$ cat src/rtl/handshake_pkg.sv
// Shared types and default parameter values for the 4-phase handshake receiver
// with its internal first-word-fall-through buffer.
package handshake_pkg;

  typedef enum logic [1:0] {
    IDLE         = 2'd0,
    WAIT_SPACE   = 2'd1,
    LATCH        = 2'd2,
    WAIT_REQ_LOW = 2'd3
  } state_t;

  localparam int DEF_DATA_WIDTH  = 8;
  localparam int DEF_DEPTH       = 4;
  localparam int DEF_SYNC_STAGES = 2;
  localparam int DEF_TIMEOUT_CYC = 1024;
  localparam int DEF_CNT_WIDTH   = 16;

endpackage

$ cat src/rtl/hs_fifo_fwft.sv
// First-word-fall-through FIFO: head is valid combinationally from storage,
// level and full are registered. DEPTH must be a power of two.
module hs_fifo_fwft
  import handshake_pkg::*;
#(
  parameter int DATA_WIDTH = DEF_DATA_WIDTH,
  parameter int DEPTH      = DEF_DEPTH
) (
  input  logic                     clk,
  input  logic                     rst,
  input  logic                     push,
  input  logic [DATA_WIDTH-1:0]    din,
  input  logic                     pop,
  output logic [DATA_WIDTH-1:0]    head,
  output logic                     valid,
  output logic [$clog2(DEPTH):0]   level,
  output logic                     full
);

  localparam int PTR_W = $clog2(DEPTH);
  localparam int LVL_W = PTR_W + 1;

  logic [DATA_WIDTH-1:0] mem_q [DEPTH];
  logic [PTR_W-1:0]      wr_ptr_q, wr_ptr_d;
  logic [PTR_W-1:0]      rd_ptr_q, rd_ptr_d;
  logic [LVL_W-1:0]      level_q, level_d;
  logic                  full_q, full_d;
  logic                  do_push, do_pop;

  assign valid   = (level_q != '0);
  assign do_push = push && !full_q;
  assign do_pop  = pop && valid;

  // NOTE: every always_comb output gets a default first, so no path leaves it unassigned and no latch is inferred.
  always_comb begin
    wr_ptr_d = wr_ptr_q + PTR_W'(do_push);
    rd_ptr_d = rd_ptr_q + PTR_W'(do_pop);
    level_d  = level_q;
    unique case ({do_push, do_pop})
      2'b10:   level_d = level_q + LVL_W'(1);
      2'b01:   level_d = level_q - LVL_W'(1);
      default: level_d = level_q;
    endcase
    full_d = (level_d == LVL_W'(DEPTH));
  end

  // NOTE: sequential state uses non-blocking assignments so all flops update together at the edge.
  always_ff @(posedge clk or posedge rst) begin
    if (rst) begin
      wr_ptr_q <= '0;
      rd_ptr_q <= '0;
      level_q  <= '0;
      full_q   <= 1'b0;
    end else begin
      wr_ptr_q <= wr_ptr_d;
      rd_ptr_q <= rd_ptr_d;
      level_q  <= level_d;
      full_q   <= full_d;
    end
  end

  // NOTE: storage has no reset; emptiness is tracked by level_q and head is masked while empty.
  always_ff @(posedge clk) begin
    if (do_push) mem_q[wr_ptr_q] <= din;
  end

  assign head  = valid ? mem_q[rd_ptr_q] : '0;
  assign level = level_q;
  assign full  = full_q;

endmodule

$ cat src/rtl/handshake_receiver_fifo.sv
// 4-phase req/ack receiver synchronised into clk_fpga, buffering words in a
// FWFT FIFO with valid/ready output, ack backpressure and a sticky timeout flag.
module handshake_receiver_fifo
  import handshake_pkg::*;
#(
  parameter int DATA_WIDTH  = DEF_DATA_WIDTH,
  parameter int DEPTH       = DEF_DEPTH,
  parameter int SYNC_STAGES = DEF_SYNC_STAGES,
  parameter int TIMEOUT_CYC = DEF_TIMEOUT_CYC,
  parameter int CNT_WIDTH   = DEF_CNT_WIDTH
) (
  input  logic                   clk_fpga,
  input  logic                   reset,
  input  logic [DATA_WIDTH-1:0]  i_dados,
  input  logic                   i_req,
  output logic                   o_ack,
  output logic [DATA_WIDTH-1:0]  o_dados,
  output logic                   o_valid,
  input  logic                   i_ready,
  output logic [$clog2(DEPTH):0] o_nivel,
  output logic                   o_cheio,
  output logic                   o_novo_dado_pronto,
  output logic [CNT_WIDTH-1:0]   o_num_transf,
  output logic                   o_erro_timeout,
  input  logic                   i_limpa_erro
);

  localparam int TMO_LAST = (TIMEOUT_CYC > 0) ? TIMEOUT_CYC - 1 : 0;
  localparam int TMO_W    = (TMO_LAST < 2) ? 1 : $clog2(TMO_LAST + 1);

  state_t                 state_q, state_d;
  logic [SYNC_STAGES-1:0] sync_q, sync_d;
  logic                   ack_q, ack_d;
  logic                   novo_q, novo_d;
  logic [CNT_WIDTH-1:0]   num_q, num_d;
  logic [TMO_W-1:0]       tmo_cnt_q, tmo_cnt_d;
  logic                   erro_q, erro_d;
  logic                   req_s, push, full, tmo_at_limit, tmo_hit;

  assign sync_d = {sync_q[SYNC_STAGES-2:0], i_req};
  assign req_s  = sync_q[SYNC_STAGES-1];

  always_ff @(posedge clk_fpga or posedge reset) begin
    if (reset) state_q <= IDLE;
    else       state_q <= state_d;
  end

  always_comb begin
    state_d = state_q;
    unique case (state_q)
      IDLE:         if (req_s) state_d = full ? WAIT_SPACE : LATCH;
      WAIT_SPACE:   if (!full) state_d = LATCH;
      LATCH:        state_d = WAIT_REQ_LOW;
      WAIT_REQ_LOW: if (!req_s) state_d = IDLE;
      default:      state_d = IDLE;
    endcase
  end

  // LATCH is only reachable from IDLE/WAIT_SPACE, so this marks the entering edge.
  assign push         = (state_d == LATCH);
  assign tmo_at_limit = (tmo_cnt_q == TMO_W'(TMO_LAST));
  assign tmo_hit      = (TIMEOUT_CYC > 0) && (state_q == WAIT_REQ_LOW) && tmo_at_limit;

  always_comb begin
    ack_d     = ack_q;
    novo_d    = push;
    num_d     = num_q + CNT_WIDTH'(push);
    tmo_cnt_d = tmo_cnt_q;
    erro_d    = erro_q;
    if (push) ack_d = 1'b1;
    else if (state_q == WAIT_REQ_LOW && !req_s) ack_d = 1'b0;
    if (state_q == LATCH) tmo_cnt_d = '0;
    else if (state_q == WAIT_REQ_LOW && !tmo_at_limit) tmo_cnt_d = tmo_cnt_q + TMO_W'(1);
    // Set has priority over a clear in the same cycle.
    if (i_limpa_erro) erro_d = 1'b0;
    if (tmo_hit)      erro_d = 1'b1;
  end

  always_ff @(posedge clk_fpga or posedge reset) begin
    if (reset) begin
      sync_q    <= '0;
      ack_q     <= 1'b0;
      novo_q    <= 1'b0;
      num_q     <= '0;
      tmo_cnt_q <= '0;
      erro_q    <= 1'b0;
    end else begin
      sync_q    <= sync_d;
      ack_q     <= ack_d;
      novo_q    <= novo_d;
      num_q     <= num_d;
      tmo_cnt_q <= tmo_cnt_d;
      erro_q    <= erro_d;
    end
  end

  hs_fifo_fwft #(
    .DATA_WIDTH (DATA_WIDTH),
    .DEPTH      (DEPTH)
  ) u_fifo (
    .clk   (clk_fpga),
    .rst   (reset),
    .push  (push),
    .din   (i_dados),
    .pop   (i_ready),
    .head  (o_dados),
    .valid (o_valid),
    .level (o_nivel),
    .full  (full)
  );

  assign o_cheio            = full;
  assign o_ack              = ack_q;
  assign o_novo_dado_pronto = novo_q;
  assign o_num_transf       = num_q;
  assign o_erro_timeout     = erro_q;

endmodule

$ cat config.mk
export PLATFORM = sky130hd
export DESIGN_NAME = handshake_receiver_fifo
export DESIGN_NICKNAME = d
export VERILOG_FILES = /design/src/rtl/handshake_pkg.sv /design/src/rtl/hs_fifo_fwft.sv /design/src/rtl/handshake_receiver_fifo.sv
export SDC_FILE = /design/constraint.sdc
export NUM_CORES = 1
export LEC_CHECK = 0
export CAP_MARGIN = 20
export CORE_MARGIN = 3
export CORE_UTILIZATION = 58
export CTS_CLUSTER_DIAMETER = 50
export CTS_CLUSTER_SIZE = 10
export DETAILED_ROUTE_END_ITERATION = 16
export HOLD_SLACK_MARGIN = 0.03
export PLACE_DENSITY = 0.84
export SYNTH_ARGS = -nofsm -noshare
export SYNTH_HDL_FRONTEND = slang
export SYNTH_HIERARCHICAL = 1
export SYNTH_SLANG_ARGS = --single-unit
$ cat constraint.sdc
create_clock -name clk_fpga -period 5.7 [get_ports clk_fpga]
set_input_delay 1.71 -clock clk_fpga [delete_from_list [all_inputs] [get_ports clk_fpga]]
set_output_delay 1.71 -clock clk_fpga [all_outputs]
set_load 0.01 [all_outputs]
==> reports/results.tsv, run 1 <==
metric	value	unit
drt-total-wl	5595	um
numCtsBuffers	9	
ys_ff_latch	73	
power.internal	1.217	mW
clock_path_buffers	2	
grt_pass1_vias	1946	
path_class	register to output pin	
cp-start-kind	register	
syn_area	3105	um^2
fp.dieH	79.17	um
synthArstFlopShare	56.16	%
gr-total-overflow	0	
cp-startpoint	u_fifo/rd_ptr_q[0]	
synth_top_cell_by_area	dfrtp_1	
drcViolationCount	0	
powerDensity	462.1	nW/um^2
highest_layer	met4	
switchingPower	0.5562	mW
drive_above_1_share	10.36	%
drt-met1-wl	2473	um
leakage	1.515	nW
synth_most_common_cell	dfrtp_1	
synth_seq_area_share	63.98	%
setup.worst_path.end	o_dados[4]	
placed_area	3627	um^2
num_rows	26	
ys_warn_count	6	
ctsRootBufferMaster	clkbuf_8	
ctsHoldBuffers	0	
syn-instance-count	222	
relSlewSlack	47.13	%
dp_hpwl	3727	um
dr.pass1.iters	4	
synthesis.nets	242	
grt_first_pass_wirelength	9266	um
met3_length	254	um
path_cells	mux4_2, nor2b_1, clkdlybuf4s50_1	
crit_slowest_cell	dfrtp_1	
start_util	60.42	%
pwr-share-comb	31.1	%
routed-via-count	1997	
reg2reg_setup_slack	2960	ps
cp.depth	3	
die-area	6268	um^2
ios	45	
grt_max_degree	34	
tns	0	ps
ir_drop	0.2539	mV
gp_congestion	0.7500	
rr_worst_depth	8	
cts_tree	yes	
grt.total_usage	19.93	%
cp_max_fo	9	
tightest_slew	790.1	ps
vias_per_cell	5.706	
rsz0062_at_grt	no	
n_fill_cell	353	
slowest_delay	680	ps
first_iter_violations	140	
cts_setup_buffers	0	
finClkSkew	5.760	ps
dpl.cell_count	334	
endpoint_kind	output pin	
synth_edf_count	32	
setup_viol	0	
routedWlPerCell	15.99	um
clock_latency	340	ps
finalMaxSlewViolations	0	
drv_cap	0	
whs	350.0	ps
seqPwrFrac	44.7	%
synth_cell_types	39	
netlist.area_leader.share	33.04	%
cp.arrival	2250	ps
synth_ff_type	dfrtp_1	
antenna_cells	0	
critPathBufInv	1	
cts.clk_slew.worst_paths	70	ps
timing.final.crit_share	69.55	%
crit_family	flip-flops	
avgSynthCellArea	13.99	um^2
cts.sinks	73	
fmax	252.3	MHz
r2r-end	u_fifo/full	
cp.required	3990	ps
netlist_top_cells_count	dfrtp_1 (41), edfxtp_1 (32), nor2b_1 (13)	
htreeDepth	3	
switching_share	31.36	%
fin_nets	295	
antenna_found_initial	0	
outcome	complete, no violations	
period_minus_slack	3964	ps
postLayoutCellArea	3837	um^2
finalPower	1.773	mW
io_buffers	44	
hold_violations	0	
cts_resized	0	
antenna_left	0	
hp-class	register to register	
synthTopCellsByArea	dfrtp_1 (33%), edfxtp_1 (31%), mux4_2 (5.8%)	
core_region_area	5140	um^2
die_w	79.17	um
dr_wl_met2	2748	um
final_cells	350	
timing.rr.start	state_q[1]	
syn_to_final_growth	23.57	%
pwr-share-clk	24.2	%
## per-layer routing
metal | up-vias | GRT usage (%)
li1 | 931 | -
met1 | 1001 | 27.46
met2 | 54 | 29.29
met3 | 11 | 6.689
met4 | 0 | 8.076
met5 | - | 0
## state kept, by name, summed over array words and instances, names as in the netlist, 2 cells and up
| register | count |
|---|---|
| o_num_transf | 16 |
| state_q | 2 |
| sync_q | 2 |
| tmo_cnt_q | 10 |
| u_fifo/level | 3 |
| u_fifo/mem_q | 32 |
| u_fifo/rd_ptr_q | 2 |
| u_fifo/wr_ptr_q | 2 |
## how the worst min path moves through the flow
stage	startpoint	endpoint	cells past startpoint
floorplan	sync_q[0]	sync_q[1]	0
global placement	sync_q[0]	sync_q[1]	0
detailed placement	sync_q[0]	sync_q[1]	0
CTS	sync_q[0]	sync_q[1]	0
global route	sync_q[0]	sync_q[1]	0
finish	sync_q[0]	sync_q[1]	0
## metrics by stage
step / util [%] / setup slack, ps
2_1_floorplan: - / 2462
3_3_place_gp: 70.57 / 1937
3_5_place_dp: 70.57 / 1872
4_1_cts: 74.66 / 1685
5_1_grt: 74.66 / 1568
6_report: 74.66 / 1736
## power by group through the flow
stage | registers [mW] | clock network (mW) | logic, mW
finish | 0.793 | 0.428 | 0.552
global route | 0.816 | 0.463 | 0.599
CTS | 0.793 | 0.437 | 0.557
detailed placement | 0.803 | 0 | 0.552
global placement | 0.797 | 0 | 0.534
floorplan | 0.752 | 0 | 0.352
## final cells by class
type | instances | area (um^2) | area share (%)
clock buffer | 10 | 127.6 | 3.326
timing repair buffer | 47 | 462.9 | 12.06
tap | 70 | 87.58 | 2.282
clock inverter | 6 | 82.58 | 2.152
sequential | 73 | 1987 | 51.78
inverter | 12 | 45.04 | 1.174
multi-input combinational | 132 | 1045 | 27.23
## placed cells by master, fill, tap and decap left out, drive strengths merged, types with 8 or more instances in the layout
cell           count
mux4               8
edfxtp            32
xor2              10
nor2              11
xnor2              8
inv               12
nor3               8
clkbuf            10
nand3             10
a21oi             12
dfrtp             41
nand2              9
nor2b             13
clkdlybuf4s50     44
## logic make-up after synthesis
group / count (synthesis) / synth area share [%]
flip-flops: 73 / 63.98
AND/OR/NAND/NOR: 66 / 12.53
AO/OA/AOI/OAI: 32 / 6.850
XOR/XNOR: 18 / 5.077
buffers and inverters: 17 / 2.377
multiplexers: 9 / 6.124
adder cells (fa/ha/maj): 7 / 3.062
No activity file was read; power rests on OpenSTA's default activity.
==> run 2: changes to the inputs <==
--- a/config.mk
+++ b/config.mk
@@ -7,12 +7,12 @@
 export LEC_CHECK = 0
 export CAP_MARGIN = 20
 export CORE_MARGIN = 3
-export CORE_UTILIZATION = 58
+export CORE_UTILIZATION = 54
 export CTS_CLUSTER_DIAMETER = 50
 export CTS_CLUSTER_SIZE = 10
 export DETAILED_ROUTE_END_ITERATION = 16
 export HOLD_SLACK_MARGIN = 0.03
-export PLACE_DENSITY = 0.84
+export PLACE_DENSITY = 0.79
 export SYNTH_ARGS = -nofsm -noshare
 export SYNTH_HDL_FRONTEND = slang
 export SYNTH_HIERARCHICAL = 1
==> constraint.sdc (replaced) <==
create_clock -name clk_fpga -period 3.85 [get_ports clk_fpga]
set_input_delay 1.155 -clock clk_fpga [delete_from_list [all_inputs] [get_ports clk_fpga]]
set_output_delay 1.155 -clock clk_fpga [all_outputs]
set_load 0.01 [all_outputs]
==> run 2 against run 1 <==
Compared with the run above: global-route usage shrank 0.84 points; sequential share of layout area is 0.068 points higher; largest power group unchanged; clock skew increased by 5.5 ps; utilization decreased by 2.8 points; power increased by 46%; worst hold slack better by 14 ps; routed wire length fell by 1.9%; flip-flop and latch count unchanged; sequential power up 48%; non-clock buffer count did not move.
==> reports/results.tsv, run 2 (synthesis gave the netlist of run 1 again) <==
metric	value	unit
tightest_slew	747.6	ps
cp.arrival	2260	ps
cp-start-kind	register	
hp-class	register to register	
drcViolationCount	0	
cp_max_fo	9	
slowest_delay	680	ps
placed_area	3627	um^2
switchingPower	0.8295	mW
switching_share	32.03	%
tns	0	ps
pwr-share-comb	31.5	%
vias_per_cell	5.509	
pwr-share-clk	23.2	%
core_region_area	5335	um^2
io_buffers	44	
grt_first_pass_wirelength	9377	um
multiInputGateArea	1045	um^2
outcome	complete, no violations	
ctsRootBufferMaster	clkbuf_8	
postLayoutCellArea	3832	um^2
antenna_left	0	
num_rows	26	
regMostFlops	u_fifo/mem_q	
gr-total-overflow	0	
first_iter_violations	119	
grt_max_degree	34	
routed-via-count	1928	
setup_viol	0	
clock_path_buffers	2	
htreeDepth	3	
drt-total-wl	5486	um
die_w	81.84	um
fp.dieH	81.84	um
whs	364.0	ps
power.internal	1.761	mW
fmax	292.9	MHz
critPathBufInv	1	
start_util	58.21	%
antenna_found_initial	0	
finalMaxSlewViolations	0	
period_minus_slack	3414	ps
die-area	6697	um^2
endpoint_kind	output pin	
largest_reg_flops	32	
hold_violations	0	
finClkSkew	11.28	ps
dp_hpwl	3763	um
ir_drop	0.4355	mV
drive_above_1_share	11.43	%
ios	45	
cts_tree	yes	
drv_cap	0	
fin_nets	295	
utilization	71.83	%
seqCellArea	1987	um^2
rsz0062_at_grt	no	
crit_slowest_cell	dfrtp_1	
dr.pass1.iters	4	
routedWlPerCell	15.67	um
cp.required	2690	ps
layout_common_cells	clkdlybuf4s50_1 (44), dfrtp_1 (41), edfxtp_1 (32)	
timing.final.crit_share	88.68	%
cts.sinks	73	
cts.clk_slew.worst_paths	80	ps
path_cells	mux4_2, nor2b_1, clkdlybuf4s50_1	
grt_pass1_vias	1952	
cts_resized	0	
n_fill_cell	376	
relSlewSlack	49.98	%
final_common_cell	clkdlybuf4s50_1	
path_class	register to output pin	
syn_to_final_growth	23.41	%
powerDensity	675.8	nW/um^2
ctsHoldBuffers	0	
leakage	1.516	nW
clock_latency	340	ps
pre_cts_ws	608.0	ps
gp_congestion	0.7877	
numCtsBuffers	9	
antenna_cells	0	
crit_family	flip-flops	
seqPwrFrac	45.3	%
grt.total_usage	19.09	%
timing.final.ws_setup	435.7	ps
cts_setup_buffers	0	
run 2: changes by cell type in the layout (fill, tap and decap cells not counted):
cell / previous run / this run
clkbuf_8: 9 / 10
clkbuf_1: 1 / 0
bufinv_16: 2 / 1
clkinv_1: 2 / 0
clkinv_2: 0 / 1
clkinv_4: 0 / 2
run 2: worst reg2reg max path, delay by kind of cell (launching register included):
kind                       cells  cell delay, ps
DFF                            1             770
and+or+nand+nor                3             760
adders and majority gates      2             580
AOI/OAI and AO/OA              1             230
xor gates and xnor gates       1             160
buffers and inverters          1              60
run 2: cell type report:
cell class / instances / share of cell area [%]
sequential: 73 / 51.84
multi-input combinational: 132 / 27.26
clock inverter: 6 / 1.763
tap: 70 / 2.285
clock buffer: 10 / 3.591
timing repair buffer: 47 / 12.08
inverter: 12 / 1.175
run 2: path summary, 6_finish.rpt:
check,start,endpoint,slack [ps],depth (start not counted)
setup / recovery,u_fifo/rd_ptr_q[0],o_dados[3],440,3
hold / removal,sync_q[0],sync_q[1],360,0
setup reg to reg,state_q[1],u_fifo/full,1210,8
hold reg to reg,sync_q[0],sync_q[1],360,0
max in group asynchronous,reset,o_num_transf[14],2320,3
min in group asynchronous,reset,u_fifo/rd_ptr_q[0],1090,2
run 2: per-layer routing:
metal  up-vias  global-route usage, %  wire, um
met5         -                      0         0
met4         0                  7.973        71
met3         7                  4.934       248
met2        47                  29.40      2636
met1       949                  25.91      2529
li1        925                      -         -
run 2: per-stage QoR:
stage | total power, mW | cells
CTS | 2.619 | 350
global placement | 1.972 | 334
detailed placement | 2.009 | 334
floorplan | 1.634 | 222
finish | 2.590 | 350
global route | 2.759 | 350
run 2: power groups by stage:
| stage | sequential, mW | combinational (mW) | clock [mW] |
|---|---|---|---|
| floorplan | 1.11 | 0.521 | 0 |
| global placement | 1.18 | 0.792 | 0 |
| detailed placement | 1.19 | 0.819 | 0 |
| CTS | 1.18 | 0.827 | 0.616 |
| global route | 1.21 | 0.900 | 0.651 |
| finish | 1.17 | 0.815 | 0.601 |
